--- src/rtl/sdio_cmd_rx.sv ---
// Card-side SDIO CMD line receiver: deserialises 48-bit host command frames,
// checks CRC7 and framing bits, and holds the result for a valid/ready consumer.
module sdio_cmd_rx #(
    parameter bit CRC_EN       = 1'b1,
    parameter bit DIR_CHECK_EN = 1'b1
) (
    input  logic        sdio_clk,
    input  logic        sdio_rst_n,
    input  logic        rx_en,
    input  logic        sd_cmd_in,
    output logic        cmd_valid,
    input  logic        cmd_ready,
    output logic [5:0]  cmd_index,
    output logic [31:0] cmd_arg,
    output logic        cmd_crc_err,
    output logic        cmd_end_err,
    output logic        cmd_dir_err,
    output logic        rx_busy,
    output logic        rx_overrun,
    output logic        dbg_state
);

    typedef enum logic {
        IDLE = 1'b0,
        RECV = 1'b1
    } state_t;

    // Handshake: a frame transfers on a rising edge where cmd_valid && cmd_ready;
    // cmd_valid is a register and never depends combinationally on cmd_ready.

    state_t      state_q, state_d;
    logic [5:0]  cnt_q, cnt_d;
    logic [6:0]  crc_q, crc_d;
    logic [46:0] shift_q, shift_d;
    logic        frame_done;

    logic        valid_q, valid_d;
    logic [5:0]  index_q, index_d;
    logic [31:0] arg_q, arg_d;
    logic        crc_err_q, crc_err_d;
    logic        end_err_q, end_err_d;
    logic        dir_err_q, dir_err_d;
    logic        overrun_q, overrun_d;

    function automatic logic [6:0] crc7_step(input logic [6:0] c, input logic b);
        logic fb;
        fb = c[6] ^ b;
        return {c[5:3], c[2] ^ fb, c[1:0], fb};
    endfunction

    always_comb begin
        state_d    = state_q;
        cnt_d      = cnt_q;
        crc_d      = crc_q;
        shift_d    = shift_q;
        frame_done = 1'b0;
        case (state_q)
            IDLE: begin
                if (rx_en && !sd_cmd_in) begin
                    state_d = RECV;
                    cnt_d   = 6'd1;
                    crc_d   = crc7_step(7'd0, 1'b0);
                    shift_d = 47'd0;
                end
            end
            RECV: begin
                if (!rx_en) begin
                    state_d = IDLE;
                    cnt_d   = 6'd0;
                    crc_d   = 7'd0;
                end else if (cnt_q == 6'd47) begin
                    frame_done = 1'b1;
                    state_d    = IDLE;
                    cnt_d      = 6'd0;
                    crc_d      = 7'd0;
                end else begin
                    shift_d = {shift_q[45:0], sd_cmd_in};
                    cnt_d   = cnt_q + 6'd1;
                    if (cnt_q < 6'd40) begin
                        crc_d = crc7_step(crc_q, sd_cmd_in);
                    end
                end
            end
            default: state_d = IDLE;
        endcase
    end

    // At the end-bit edge shift_q[46] is the start bit and shift_q[0] is crc7[0].
    always_comb begin
        valid_d   = valid_q;
        index_d   = index_q;
        arg_d     = arg_q;
        crc_err_d = crc_err_q;
        end_err_d = end_err_q;
        dir_err_d = dir_err_q;
        overrun_d = 1'b0;
        if (frame_done) begin
            if (!valid_q || cmd_ready) begin
                valid_d   = 1'b1;
                index_d   = shift_q[44:39];
                arg_d     = shift_q[38:7];
                crc_err_d = CRC_EN && (crc_q != shift_q[6:0]);
                end_err_d = !sd_cmd_in;
                dir_err_d = DIR_CHECK_EN && !shift_q[45];
            end else begin
                overrun_d = 1'b1;
            end
        end else if (valid_q && cmd_ready) begin
            valid_d = 1'b0;
        end
    end

    always_ff @(posedge sdio_clk) begin
        if (!sdio_rst_n) begin
            state_q   <= IDLE;
            cnt_q     <= 6'd0;
            crc_q     <= 7'd0;
            shift_q   <= 47'd0;
            valid_q   <= 1'b0;
            index_q   <= 6'd0;
            arg_q     <= 32'd0;
            crc_err_q <= 1'b0;
            end_err_q <= 1'b0;
            dir_err_q <= 1'b0;
            overrun_q <= 1'b0;
        end else begin
            state_q   <= state_d;
            cnt_q     <= cnt_d;
            crc_q     <= crc_d;
            shift_q   <= shift_d;
            valid_q   <= valid_d;
            index_q   <= index_d;
            arg_q     <= arg_d;
            crc_err_q <= crc_err_d;
            end_err_q <= end_err_d;
            dir_err_q <= dir_err_d;
            overrun_q <= overrun_d;
        end
    end

    assign cmd_valid   = valid_q;
    assign cmd_index   = index_q;
    assign cmd_arg     = arg_q;
    assign cmd_crc_err = crc_err_q;
    assign cmd_end_err = end_err_q;
    assign cmd_dir_err = dir_err_q;
    assign rx_busy     = (state_q == RECV);
    assign rx_overrun  = overrun_q;
    assign dbg_state   = state_q;

endmodule

--- config.mk ---
export PLATFORM = sky130hd
export DESIGN_NAME = sdio_cmd_rx
export DESIGN_NICKNAME = d
export VERILOG_FILES = /design/src/rtl/sdio_cmd_rx.sv
export SDC_FILE = /design/constraint.sdc
export NUM_CORES = 1
export LEC_CHECK = 0
export ABC_AREA = 0
export CAP_MARGIN = 20
export CORE_MARGIN = 2
export CORE_UTILIZATION = 40
export CTS_CLUSTER_SIZE = 10
export DETAILED_ROUTE_END_ITERATION = 16
export GPL_ROUTABILITY_DRIVEN = 0
export SLEW_MARGIN = 20
export SYNTH_ARGS = -nofsm -noshare
export SYNTH_HDL_FRONTEND = slang
export SYNTH_SLANG_ARGS = --single-unit
--- constraint.sdc ---
create_clock -name sdio_clk -period 1.8 [get_ports sdio_clk]
set_input_delay 0.36 -clock sdio_clk [delete_from_list [all_inputs] [get_ports sdio_clk]]
set_output_delay 0.36 -clock sdio_clk [all_outputs]
set_load 0.03 [all_outputs]
After elaboration in Yosys (flattened, before gate mapping)
Cells that the tools add are included. W data, S select, Z words.

Reductions and logical operators: 12. $lt $le $gt $ge: 1. Muxes and demuxes: 24. Eq/ne operators: 7. Bitwise operators: 3. Add/subtract/negate cells: 1.

Operators by type and width (count): $mux W46 (3); $pmux W46 S2 (1); $mux W7 (4); $mux W6 (3); $pmux W7 S2 (1); $pmux W6 S2 (1); $mux W1 (10); $reduce_and A2 Y1 (4); $ne A7 B7 Y1 (1); $add A6 B1 Y6 const B (1); $eq A6 B6 Y1 const B (1); $lt A6 B6 Y1 const B (1); $ne A2 B2 Y1 const B (3); $ne A4 B2 Y1 const B (1); $logic_not A1 Y1 (3); $reduce_and A3 Y1 (1); $logic_and A1 B1 Y1 (2); $ne A2 B1 Y1 const B (1); $pmux W1 S2 (1); $reduce_bool A2 Y1 (1); $xor A1 B1 Y1 (2); $logic_or A1 B1 Y1 (1); $not A1 Y1 (1).

Bits in registers: 103. Word-level logic and storage cells: 59. Output and inout port bits: 45.

Depth between registers and ports, before layout
Depth in word-level cells: 6. Depth in mapped cells: 7.

Least setup slack after synthesis
OpenSTA, ideal clock, no wires.

Path kind: register to register. From: register state_q (netlist: dbg_state). To: register index_q[4] (netlist: cmd_index[4]). Setup slack: -0.094 ns. Arrival time: 1.762 ns. Setup time: 0.132 ns. Cell stages (with the launch flop): 8. Buffers on the path: 3. Period minus slack after synthesis: 1.894 ns. Path through: dfxtp_1 buf_4 nand2_2 or4_4 buf_6 buf_6 nand2_2 a21oi_1.

Longest elaborated chain between the ends: 2.

RTL lines: start: declaration (RTL line 31) `state_t state_q, state_d;`; start signal: assignment (RTL line 127) `state_q <= state_d;`; $mux W1 (RTL line 57) `case (state_q)`; $reduce_and A2 Y1 (no line); end signal: assignment (RTL line 132) `index_q <= index_d;`; end: declaration (RTL line 38) `logic [5:0] index_q, index_d;`.

Every way passes these cells. A chain may end at the register's enable or synchronous reset.

Worst setup path in the final report
From: register arg_q[1] (netlist: cmd_arg[1]). To: output cmd_arg[1].

RTL lines: start: declaration (RTL line 39) `logic [31:0] arg_q, arg_d;`; start signal: assignment (RTL line 133) `arg_q <= arg_d;`; end: declaration (RTL line 14) `output logic [31:0] cmd_arg,`.

No word-level cell between the ends.

==> results_dict.tcl <==
set metrics [dict create \
    antenna_found_initial 0 \
    synth_cell_types 35 \
    crit_chain "clkdlybuf4s50_1" \
    wl_met1_um 3550 \
    reg2reg_depth 8 \
    critPathCaptureType "output pin" \
    fin_skew_ns 0.0132 \
    max_cap_viol_count 0 \
    hold_start "shift_q[45]" \
    p_per_area_nw_per_um2 820 \
    yosysSeqAreaShare_pct 55.0 \
    antenna_cells 0 \
    layout-drive-gt1-share_pct 13.1 \
    grt_remaining_overflow 0 \
    post_drt_wl_per_cell_um 13.1 \
    reg2reg_from "cnt_q[0]" \
    crit_path_start_kind "flop" \
    grt_pass1_wl_um 12900 \
    top_layer_used "met4" \
    comb_power_share_pct 4.1 \
    worst_ep_required_time_ns 1.44 \
    route.detailed.drc 0 \
    start_util_pct 41.0 \
    max_freq_ghz 0.575 \
    critPathMaxStageDelay_ns 0.67 \
    htree_levels 3 \
    crit_buf_inv 1 \
    cts.sinks 103 \
    crit_family "buffers and inverters" \
    timing.final.crit_period_ns 1.74 \
    grt_max_degree 53 \
    grt_pass1_vias 2809 \
    leakage_nw 2.14 \
    synth-seq-cells 103 \
    clkTransAtPathRegs_ns 0.09 \
    port_buffers 49 \
    ys.flop_type "dfxtp_1" \
    fin_cells 584 \
    cts_buffer_depth 2 \
    synth_nets 421 \
    switchingPower_uw 930 \
    tritoncts "done" \
    power_mw 3.95 \
    met3_wirelength_um 287 \
    reg2reg_to "cmd_arg[20]" \
    worstSetupPathType "flop to output pin" \
    firstDrtPassIters 4 \
    fillers 857 \
    worst_pin_slew_ns 0.383 \
    dieWidth_um 101 \
    drt-total-wl_um 7650 \
    whs_path_depth 1 \
    dp.cells 568 \
    slew_violations 0 \
    die-area_um2 10200 \
    peakVddDrop_mv 0.502 \
    syn_area_per_cell_um2 9.04 \
    setup_viol 0 \
    cp_max_fo 2 \
    async_flop_share_pct 0 \
    setup_ws_ns 0.0594 \
    wl_met2_um 3720 \
    first_iter_violations 92 \
    ant_nets 0 \
    fin_hold_ws_ns 0.445 \
    cp.depth 1 \
    synth-edff-count 0 \
    areaGrowthSynthToFinish_pct 28.5 \
    hold_path_end "cmd_dir_err" \
    p_clk_share_pct 37.9 \
    synth_area_um2 3750 \
    hpwl_um 4990 \
    yosysWarnings 0 \
    grt_usage_pct 15.9 \
    die_y_um 101 \
    crit_arrival_ns 1.38 \
    reg2reg_slack_ns 0.14 \
    nets 474 \
    synthCells 415 \
    vias 3008 \
    hold_path_class "flop to flop" \
    seqPwrFrac_pct 58.0 \
    status "finished, final reports clean" \
    core_um2 9150 \
    io_pins 50 \
    root_buffer "clkbuf_8" \
    p_int_mw 3.02 \
    p_sw_share_pct 23.5 \
    cts_setup_buffers 0 \
    pre_cts_slack_ns -0.182 \
    hold_violations 0 \
    cts_resized 2 \
    avgViaCountPerCell 5.15 \
    crit_slowest_cell "clkdlybuf4s50_1" \
    slew_headroom_pct 74.5 \
    clock_latency_ns 0.37 \
    placementRows 35 \
    numCtsBuffers 9 \
    ctsHoldBuffers 0 \
    fin_crit_sh_pct 96.7 \
]
[power groups by stage]
stage / Combinational (mW) / Clock [mW] / Sequential, mW
floorplan: 0.0854 / 0 / 2.34
global placement: 0.161 / 0 / 2.34
detailed placement: 0.163 / 0 / 2.34
CTS: 0.162 / 1.56 / 2.29
global route: 0.176 / 1.64 / 2.29
finish: 0.162 / 1.50 / 2.29
[worst max path at each step]
stage,start,to,slack (ns)
2_1_floorplan,dbg_state,cmd_index[4],0.03
3_5_place_dp,rx_en,cmd_arg[18],-0.18
4_1_cts,cmd_arg[10],cmd_arg[10],0.01
5_1_grt,cnt_q[1],cmd_arg[16],-0.02
6_report,cmd_arg[1],cmd_arg[1],0.06
3_3_place_gp,rx_en,cmd_arg[12],-0.17
[per-stage QoR]
step           area [um^2]  setup TNS, ns  utilization (%)
2_1_floorplan         3750              0                -
3_3_place_gp          4530         -11.09             49.5
3_5_place_dp          4530         -11.39             49.5
4_1_cts               4740              0             51.7
5_1_grt               4820        -0.0151             52.6
6_report              4820              0             52.6
[state kept, by name (all words and copies together), names as in the netlist]
name and cells:
cmd_arg 32, cmd_crc_err 1, cmd_dir_err 1, cmd_end_err 1, cmd_index 6, cmd_valid 1, cnt_q 6, crc_q 7
dbg_state 1, rx_overrun 1, shift_q 46
[cells in the mapped netlist (3+ instances only)]
| cell | number | share of area (%) |
|---|---|---|
| nand2_2 | 11 | 1.8 |
| a21oi_1 | 42 | 5.6 |
| xor2_1 | 10 | 2.3 |
| and3_1 | 3 | 0.50 |
| buf_2 | 11 | 1.5 |
| nand2_1 | 71 | 7.1 |
| dfxtp_1 | 103 | 55 |
| inv_1 | 3 | 0.30 |
| clkbuf_1 | 15 | 1.5 |
| buf_6 | 3 | 0.90 |
| nor2_1 | 54 | 5.4 |
| a22o_1 | 7 | 1.6 |
| o21ai_0 | 3 | 0.40 |
| a31oi_1 | 4 | 0.67 |
| a22oi_1 | 48 | 9.6 |
[cell families after synthesis]
kind of cell | synth area share, %
XOR/XNOR | 2.34
buffers and inverters | 4.57
flip-flops | 55.0
adder cells (fa/ha/maj) | 0.334
AND/OR/NAND/NOR | 18.1
AO/OA/AOI/OAI | 19.7
[layer usage]
metal / up-vias / global-route usage, %
li1: 1537 / -
met5: - / 0
met4: 0 / 5.90
met2: 52 / 27.1
met1: 1411 / 19.3
met3: 8 / 4.16
[layout make-up]
cell class / count / area, um^2 / area share [%]
clock inverters: 7 / 85.1 / 1.77
clock buffers: 9 / 124 / 2.57
flip-flops and latches: 103 / 2070 / 42.9
repair buffers: 73 / 836 / 17.3
inverters: 3 / 11.3 / 0.234
multi-input cells: 278 / 1560 / 32.3
well taps: 111 / 139 / 2.88
[placed cells by master, fill, tap and decap left out, types with 3 or more instances in the layout]
cell type	instances
nand2_1	71
clkdlybuf4s50_1	23
nor2_1	54
and3_1	3
dfxtp_1	100
a22oi_1	48
a22o_1	7
nand2_2	11
buf_12	8
buf_4	14
clkbuf_8	9
dlymetal6s2s_1	24
dfxtp_2	3
o21ai_0	3
inv_6	4
a21oi_1	41
a31oi_1	4
xor2_1	10
Power figures use the tool's default switching activity.
